`config.mk`:
```
export PLATFORM = sky130hd
export DESIGN_NAME = oric_sdram_bridge_flat
export DESIGN_NICKNAME = d
export VERILOG_FILES = /design/src/rtl/oric_sdram_bridge_pkg.sv /design/src/rtl/oric_sdram_bridge_if.sv /design/src/rtl/oric_sdram_bridge_trigger.sv /design/src/rtl/oric_sdram_bridge.sv /design/src/flat_wrapper.sv
export SDC_FILE = /design/constraint.sdc
export NUM_CORES = 1
export LEC_CHECK = 0
export ABC_AREA = 1
export ABC_CLOCK_PERIOD_IN_PS = 3300
export BUFFER_PORTS_ARGS = -buffer_cell sky130_fd_sc_hd__buf_2
export CAP_MARGIN = 10
export CELL_PAD_IN_SITES_DETAIL_PLACEMENT = 1
export CELL_PAD_IN_SITES_GLOBAL_PLACEMENT = 2
export CORE_MARGIN = 4
export CORE_UTILIZATION = 32
export DETAILED_ROUTE_END_ITERATION = 10
export PLACE_DENSITY = 0.81
export REMOVE_ABC_BUFFERS = 1
export SYNTH_ARGS = -nofsm -noshare
export SYNTH_HDL_FRONTEND = slang
export SYNTH_SLANG_ARGS = --single-unit
```
`constraint.sdc`:
```
create_clock -name clk_sys -period 3.3 [get_ports clk_sys]
set_input_delay 0.165 -clock clk_sys [delete_from_list [all_inputs] [get_ports clk_sys]]
set_output_delay 0.165 -clock clk_sys [all_outputs]
set_load 0.005 [all_outputs]
```
`src/rtl/oric_sdram_bridge_pkg.sv`:
```
// Shared definitions for the Oric RAM bus to SDRAM port1 bridge.
package oric_mem_pkg;

    typedef enum logic [0:0] {
        BR_IDLE,
        BR_WAIT_ACK
    } br_state_t;

    localparam logic [1:0] DS_LO   = 2'b01;
    localparam logic [1:0] DS_HI   = 2'b10;
    localparam logic [1:0] DS_WORD = 2'b11;

    typedef struct packed {
        logic [15:0] ad;
        logic [7:0]  d;
        logic        we;
    } ram_req_t;

    // Writes strobe only the addressed byte lane; reads fetch the whole word.
    function automatic logic [1:0] req_ds(input ram_req_t r);
        if (!r.we) return DS_WORD;
        return r.ad[0] ? DS_HI : DS_LO;
    endfunction

endpackage

```
`src/rtl/oric_sdram_bridge_if.sv`:
```
// Core-side byte RAM bus and SDRAM-side toggle-handshake word port.
interface oric_ram_if;
    logic [15:0] ram_ad;
    logic [7:0]  ram_d;
    logic        ram_cs;
    logic        ram_oe;
    logic        ram_we;
    logic [7:0]  ram_q;

    modport master (output ram_ad, ram_d, ram_cs, ram_oe, ram_we, input ram_q);
    modport slave  (input ram_ad, ram_d, ram_cs, ram_oe, ram_we, output ram_q);
endinterface

interface oric_port_if #(parameter int ADDR_W = 24);
    logic              port_req;
    logic              port_ack;
    logic [ADDR_W-1:0] port_a;
    logic [1:0]        port_ds;
    logic              port_we;
    logic [15:0]       port_d;
    logic [15:0]       port_q;

    modport master (output port_req, port_a, port_ds, port_we, port_d, input port_ack, port_q);
    modport slave  (input port_req, port_a, port_ds, port_we, port_d, output port_ack, port_q);
endinterface

```
`src/rtl/oric_sdram_bridge_trigger.sv`:
```
// Samples the core bus and emits a one-clock trigger with the request sampled alongside it.
module oric_ram_trigger
    import oric_mem_pkg::*;
(
    input  logic        clk_sys,
    input  logic        reset,
    input  logic [15:0] i_ad,
    input  logic [7:0]  i_d,
    input  logic        i_cs,
    input  logic        i_oe,
    input  logic        i_we,
    output logic        o_trig,
    output ram_req_t    o_req
);

    logic        w_cs_oe;
    logic        w_cs_we;
    logic        r_cs_oe;
    logic        r_cs_we;
    logic [15:0] r_ad;
    logic        r_trig;
    ram_req_t    r_req;

    assign w_cs_oe = i_cs & i_oe;
    assign w_cs_we = i_cs & i_we;

    // Only reads retrigger on an address change; a held write needs a fresh we edge.
    always_ff @(posedge clk_sys or posedge reset) begin
        if (reset) begin
            r_cs_oe <= 1'b0;
            r_cs_we <= 1'b0;
            r_ad    <= '0;
            r_trig  <= 1'b0;
            r_req   <= '0;
        end else begin
            r_cs_oe <= w_cs_oe;
            r_cs_we <= w_cs_we;
            r_ad    <= i_ad;
            r_trig  <= (w_cs_oe & ~r_cs_oe) | (w_cs_we & ~r_cs_we) |
                       (w_cs_oe & (i_ad != r_ad));
            r_req   <= '{ad: i_ad, d: i_d, we: w_cs_we};
        end
    end

    assign o_trig = r_trig;
    assign o_req  = r_req;

endmodule

```
`src/rtl/oric_sdram_bridge.sv`:
```
// Bridge FSM: issues toggle requests to SDRAM port1 and returns the selected byte to the core.
module oric_sdram_bridge
    import oric_mem_pkg::*;
#(
    parameter int                ADDR_W    = 24,
    parameter logic [ADDR_W-16:0] BANK_BASE = '0
) (
    input  logic          clk_sys,
    input  logic          reset,
    oric_ram_if.slave     ram,
    oric_port_if.master   port,
    output logic          busy
);

    br_state_t r_state;
    br_state_t w_state_nxt;
    ram_req_t  r_lat;
    ram_req_t  r_pend;
    logic      r_pend_vld;
    logic      r_port_req;
    logic [7:0] r_ram_q;

    logic      w_trig;
    ram_req_t  w_trig_req;
    logic      w_ack;
    logic      w_issue;
    ram_req_t  w_issue_req;
    logic      w_pend_vld_nxt;
    ram_req_t  w_pend_nxt;
    logic      w_rd_done;

    oric_ram_trigger u_trigger (
        .clk_sys (clk_sys),
        .reset   (reset),
        .i_ad    (ram.ram_ad),
        .i_d     (ram.ram_d),
        .i_cs    (ram.ram_cs),
        .i_oe    (ram.ram_oe),
        .i_we    (ram.ram_we),
        .o_trig  (w_trig),
        .o_req   (w_trig_req)
    );

    assign w_ack = (r_state == BR_WAIT_ACK) && (port.port_ack == r_port_req);

    // A trigger arriving with the ack is newer than anything pending, so it replaces it.
    always_comb begin
        w_state_nxt    = r_state;
        w_issue        = 1'b0;
        w_issue_req    = w_trig_req;
        w_pend_vld_nxt = r_pend_vld;
        w_pend_nxt     = r_pend;
        w_rd_done      = 1'b0;
        case (r_state)
            BR_IDLE: begin
                if (w_trig) begin
                    w_issue     = 1'b1;
                    w_state_nxt = BR_WAIT_ACK;
                end
            end
            BR_WAIT_ACK: begin
                if (w_ack) begin
                    w_rd_done = ~r_lat.we;
                    if (w_trig) begin
                        w_issue        = 1'b1;
                        w_pend_vld_nxt = 1'b0;
                    end else if (r_pend_vld) begin
                        w_issue        = 1'b1;
                        w_issue_req    = r_pend;
                        w_pend_vld_nxt = 1'b0;
                    end else begin
                        w_state_nxt = BR_IDLE;
                    end
                end else if (w_trig) begin
                    w_pend_vld_nxt = 1'b1;
                    w_pend_nxt     = w_trig_req;
                end
            end
            default: w_state_nxt = BR_IDLE;
        endcase
    end

    always_ff @(posedge clk_sys or posedge reset) begin
        if (reset) begin
            r_state    <= BR_IDLE;
            r_lat      <= '0;
            r_pend     <= '0;
            r_pend_vld <= 1'b0;
            r_port_req <= 1'b0;
            r_ram_q    <= 8'd0;
        end else begin
            r_state    <= w_state_nxt;
            r_pend     <= w_pend_nxt;
            r_pend_vld <= w_pend_vld_nxt;
            // NOTE: non-blocking, so the byte select below still sees the completing request's latch.
            if (w_rd_done)
                r_ram_q <= r_lat.ad[0] ? port.port_q[15:8] : port.port_q[7:0];
            if (w_issue) begin
                r_lat      <= w_issue_req;
                r_port_req <= ~r_port_req;
            end
        end
    end

    // Port outputs come straight from the latch, which only changes when a request is issued.
    assign port.port_req = r_port_req;
    assign port.port_a   = {BANK_BASE, r_lat.ad[15:1]};
    assign port.port_ds  = req_ds(r_lat);
    assign port.port_we  = r_lat.we;
    assign port.port_d   = {r_lat.d, r_lat.d};

    assign ram.ram_q = ram.ram_cs ? r_ram_q : 8'd0;
    assign busy      = (r_state != BR_IDLE);

endmodule
```
`src/flat_wrapper.sv`:
```
// flat-port wrapper written by rule: the top's interface ports become plain ports
module oric_sdram_bridge_flat import oric_mem_pkg::*;
#(
    parameter int                ADDR_W    = 24,
    parameter logic [ADDR_W-16:0] BANK_BASE = '0
)
  (clk_sys, reset, busy, ram_ram_ad, ram_ram_d, ram_ram_cs, ram_ram_oe, ram_ram_we, ram_ram_q, port_port_req, port_port_a, port_port_ds, port_port_we, port_port_d, port_port_ack, port_port_q);
  oric_ram_if ram_i ();
  oric_port_if #(.ADDR_W(ADDR_W)) port_i ();
  input  logic clk_sys;
  input  logic reset;
  output logic busy;
  input wire logic [$bits(ram_i.ram_ad)-1:0] ram_ram_ad;
  input wire logic [$bits(ram_i.ram_d)-1:0] ram_ram_d;
  input wire logic [$bits(ram_i.ram_cs)-1:0] ram_ram_cs;
  input wire logic [$bits(ram_i.ram_oe)-1:0] ram_ram_oe;
  input wire logic [$bits(ram_i.ram_we)-1:0] ram_ram_we;
  output wire logic [$bits(ram_i.ram_q)-1:0] ram_ram_q;
  output wire logic [$bits(port_i.port_req)-1:0] port_port_req;
  output wire logic [$bits(port_i.port_a)-1:0] port_port_a;
  output wire logic [$bits(port_i.port_ds)-1:0] port_port_ds;
  output wire logic [$bits(port_i.port_we)-1:0] port_port_we;
  output wire logic [$bits(port_i.port_d)-1:0] port_port_d;
  input wire logic [$bits(port_i.port_ack)-1:0] port_port_ack;
  input wire logic [$bits(port_i.port_q)-1:0] port_port_q;
  assign ram_i.ram_ad = ram_ram_ad;
  assign ram_i.ram_d = ram_ram_d;
  assign ram_i.ram_cs = ram_ram_cs;
  assign ram_i.ram_oe = ram_ram_oe;
  assign ram_i.ram_we = ram_ram_we;
  assign ram_ram_q = ram_i.ram_q;
  assign port_port_req = port_i.port_req;
  assign port_port_a = port_i.port_a;
  assign port_port_ds = port_i.port_ds;
  assign port_port_we = port_i.port_we;
  assign port_port_d = port_i.port_d;
  assign port_i.port_ack = port_port_ack;
  assign port_i.port_q = port_port_q;
  oric_sdram_bridge #(.ADDR_W(ADDR_W), .BANK_BASE(BANK_BASE)) u_core (.clk_sys(clk_sys), .reset(reset), .ram(ram_i), .port(port_i), .busy(busy));
endmodule
```
==> results.cfg <==
[critical_path]
cp_num_buf_inv = 0
crit_fanout = 27
ff2ff_setup_slack_ns = 1.11
crit_required_ns = 3.52
cp-start-kind = flip-flop
crit_family = simple AND/OR/NAND/NOR gates
critPathArrivalTime_ns = 2.41
cp_cell_sequence = nand2_1, nand2_2, nor2_4, nand2_4, a21oi_1, a21oi_1
worstSetupEndpointType = flip-flop
critPathSlowestCell = nor2_4
max_stage_delay_ns = 0.60
cp_common_cell = a21oi_1
crit_type = flip-flop to flip-flop

[detailed_routing]
route.detailed.wl_per_inst_um = 14.4
drc = 0
vias = 3225
drt_wl_total_um = 10300
drtIter0Drc = 106
vias_per_cell = 4.49
ant_nets = 0
drt-pass1-iter-count = 4

[global_route]
grt-ovfl-total = 0
grt_max_degree = 44
grt_pass1_vias = 3435
grt_pass1_wl_um = 17100
grt_antenna_before_repair = 0
grt_usage_pct = 14.8

[flow_run]
cap_violations = 0

[floorplan]
start_util_pct = 32.7
num_rows = 41
io-pin-count = 99
core_area_um2 = 12600
dieArea_um2 = 14800
die_w_um = 122
fp.dieH_um = 122

[yosys]
ys_dominant_reg_cell = dfrtp_1
synthCells = 462
synth_top_family_by_area = simple AND/OR/NAND/NOR gates
synth_xor_area_share_pct = 0.212
synth_top_area_share_pct = 53.3
synthArstFlopShare_pct = 100
synth_top_area_cell = dfrtp_1
synth_mux_area_share_pct = 2.45
ys_ff_latch = 88
syn_area_per_cell_um2 = 8.95
synth-edff-count = 0
ys_top_cells_by_area = dfrtp_1 (53%), nand2_1 (9.2%), buf_4 (7.6%)
syn-cell-area_um2 = 4130
synth_most_common_cell = nand2_1
yosys-top-cells-count = nand2_1 (101), dfrtp_1 (88), inv_1 (46), nor2_1 (46), buf_4 (42)
synth-simple-area-share_pct = 18.1
synth-adder-area-share_pct = 0
yosysWarnings = 0
seq_area_frac_synth_pct = 53.3
synth-compound-area-share_pct = 11.4
yosysUniqueCellTypes = 22

[clock_network]
cts.sinks = 88
cts_resized = 0
clockBufferDepth = 2
cts_tree = built
clk_latency_ns = 0.34
clockRootBuffer = clkbuf_16
hold_buffers = 25
h-tree-depth = 3
post_cts_buffers = 0
cts.clk_slew.worst_paths_ns = 0.06
cts_made_buffers = 9

[sta]
fin_ws_ns = 1.11
setup_viol = 0
hold_viol = 0
setup-tns-final_ns = 0
skew_ns = 0.00372
slew_headroom_pct = 42.5
rsz0062_at_grt = false
slew_violations = 0
min_period_ns = 2.19
fin_crit_sh_pct = 66.4
tightest_slew_ns = 0.863
fmax_mhz = 456

[final_layout]
area_delta_synth_final_pct = 20.6
drive_above_1_share_pct = 27.1
nets = 588
final_util_pct = 39.5
final_cell_count_no_fill = 719
n_antenna_cell = 0

[pwr]
p_per_area_nw_per_um2 = 819
ir_drop_mv = 0.306
total_leakage_power_nw = 2.48

[placed_design]
place_congestion = 0.711
pre_cts_slack_ns = 1.08
dp_cells = 678
io_buffers = 89
place_hpwl_um = 6960

[status]
status = finished, final reports clean

[min_path]
hold_class = primary input to flip-flop
## per-stage QoR
step / cell area [um2] / hold slack [ns] / total power [mW]
floorplan: 3750 / 0.196 / 2.51
global placement: 4450 / 0.274 / 3.06
detailed placement: 4450 / 0.275 / 3.13
CTS: 4990 / 0.0503 / 4.16
global route: 4990 / 0.0632 / 4.42
finish: 4990 / 0.0685 / 4.08
## layer usage
layer | part of all wire (%) | global-route usage (%)
met2 | 48 | 24.8
met4 | 1.1 | 4.20
met3 | 5.9 | 4.18
met5 | 0 | 0
met1 | 45 | 18.9
## power breakdown
group	switching, mW	total [mW]	leakage (nW)	internal, mW
registers	0.267	1.74	1.03	1.47
clock network	0.404	0.973	0.145	0.568
logic	0.823	1.37	1.31	0.547
total	1.49	4.08	2.48	2.59
## registers in the layout, summed over array words and instances, names as in the netlist
| signal | cells |
|---|---|
| u_core.u_trigger.r_cs_oe | 1 |
| u_core.u_trigger.o_req | 24 |
| u_core.port.port_req | 1 |
| u_core.port.port_d | 8 |
| u_core.r_lat | 1 |
| u_core.r_pend_vld | 1 |
| u_core.port.port_a | 15 |
| u_core.u_trigger.o_trig | 1 |
| u_core.port.port_we | 1 |
| u_core.r_pend | 25 |
| u_core.u_trigger.r_cs_we | 1 |
| u_core.busy | 1 |
| u_core.r_ram_q | 8 |
## cell type report
class / count / area (um2)
tap: 172 / 215
multi-input combinational: 275 / 1370
fill: 1502 / 7630
clock buffer: 13 / 270
clock inverter: 3 / 15.0
timing repair buffer: 118 / 726
sequential: 88 / 2200
inverter: 50 / 189
## cell families after synthesis
group	count (synthesis)
AOI/OAI and AO/OA	77
buffers and inverters	107
and+or+nand+nor	179
other	1
DFF	88
muxes	9
xor gates and xnor gates	1
## final timing paths
path                                                   from                            endpoint  cells past startpoint
hold reg to reg               u_core.r_pend[11]$_DFFE_PP0P_       u_core.r_pend[11]$_DFFE_PP0P_                      2
min in group asynchronous                             reset       u_core.r_ram_q[2]$_DFFE_PP0P_                      3
setup / recovery           u_core.port.port_req$_DFFE_PP0P_  u_core.port.port_a[13]$_DFFE_PP0P_                      6
hold / removal                                   ram_ram_we  u_core.u_trigger.r_cs_we$_DFF_PP0_                      3
max in group asynchronous                             reset       u_core.r_ram_q[5]$_DFFE_PP0P_                      4
setup reg to reg           u_core.port.port_req$_DFFE_PP0P_  u_core.port.port_a[13]$_DFFE_PP0P_                      6
## tightest hold or removal path: stages
cell     delay (ns)
buf_2          0.08
nand2_1        0.06
inv_1          0.07
## cells in the final DEF (no fill, tap or decap), drive strengths merged
cell type	count
dlygate4sd3	25
inv	48
dfrtp	88
nor2	47
o21ai	17
nand2	104
clkinv	5
xor2	1
buf	93
conb	9
clkbuf	13
nor3	2
a31oi	8
a21oi	52
mux2	9
nand3	26
No activity file was read; power rests on OpenSTA's default activity.
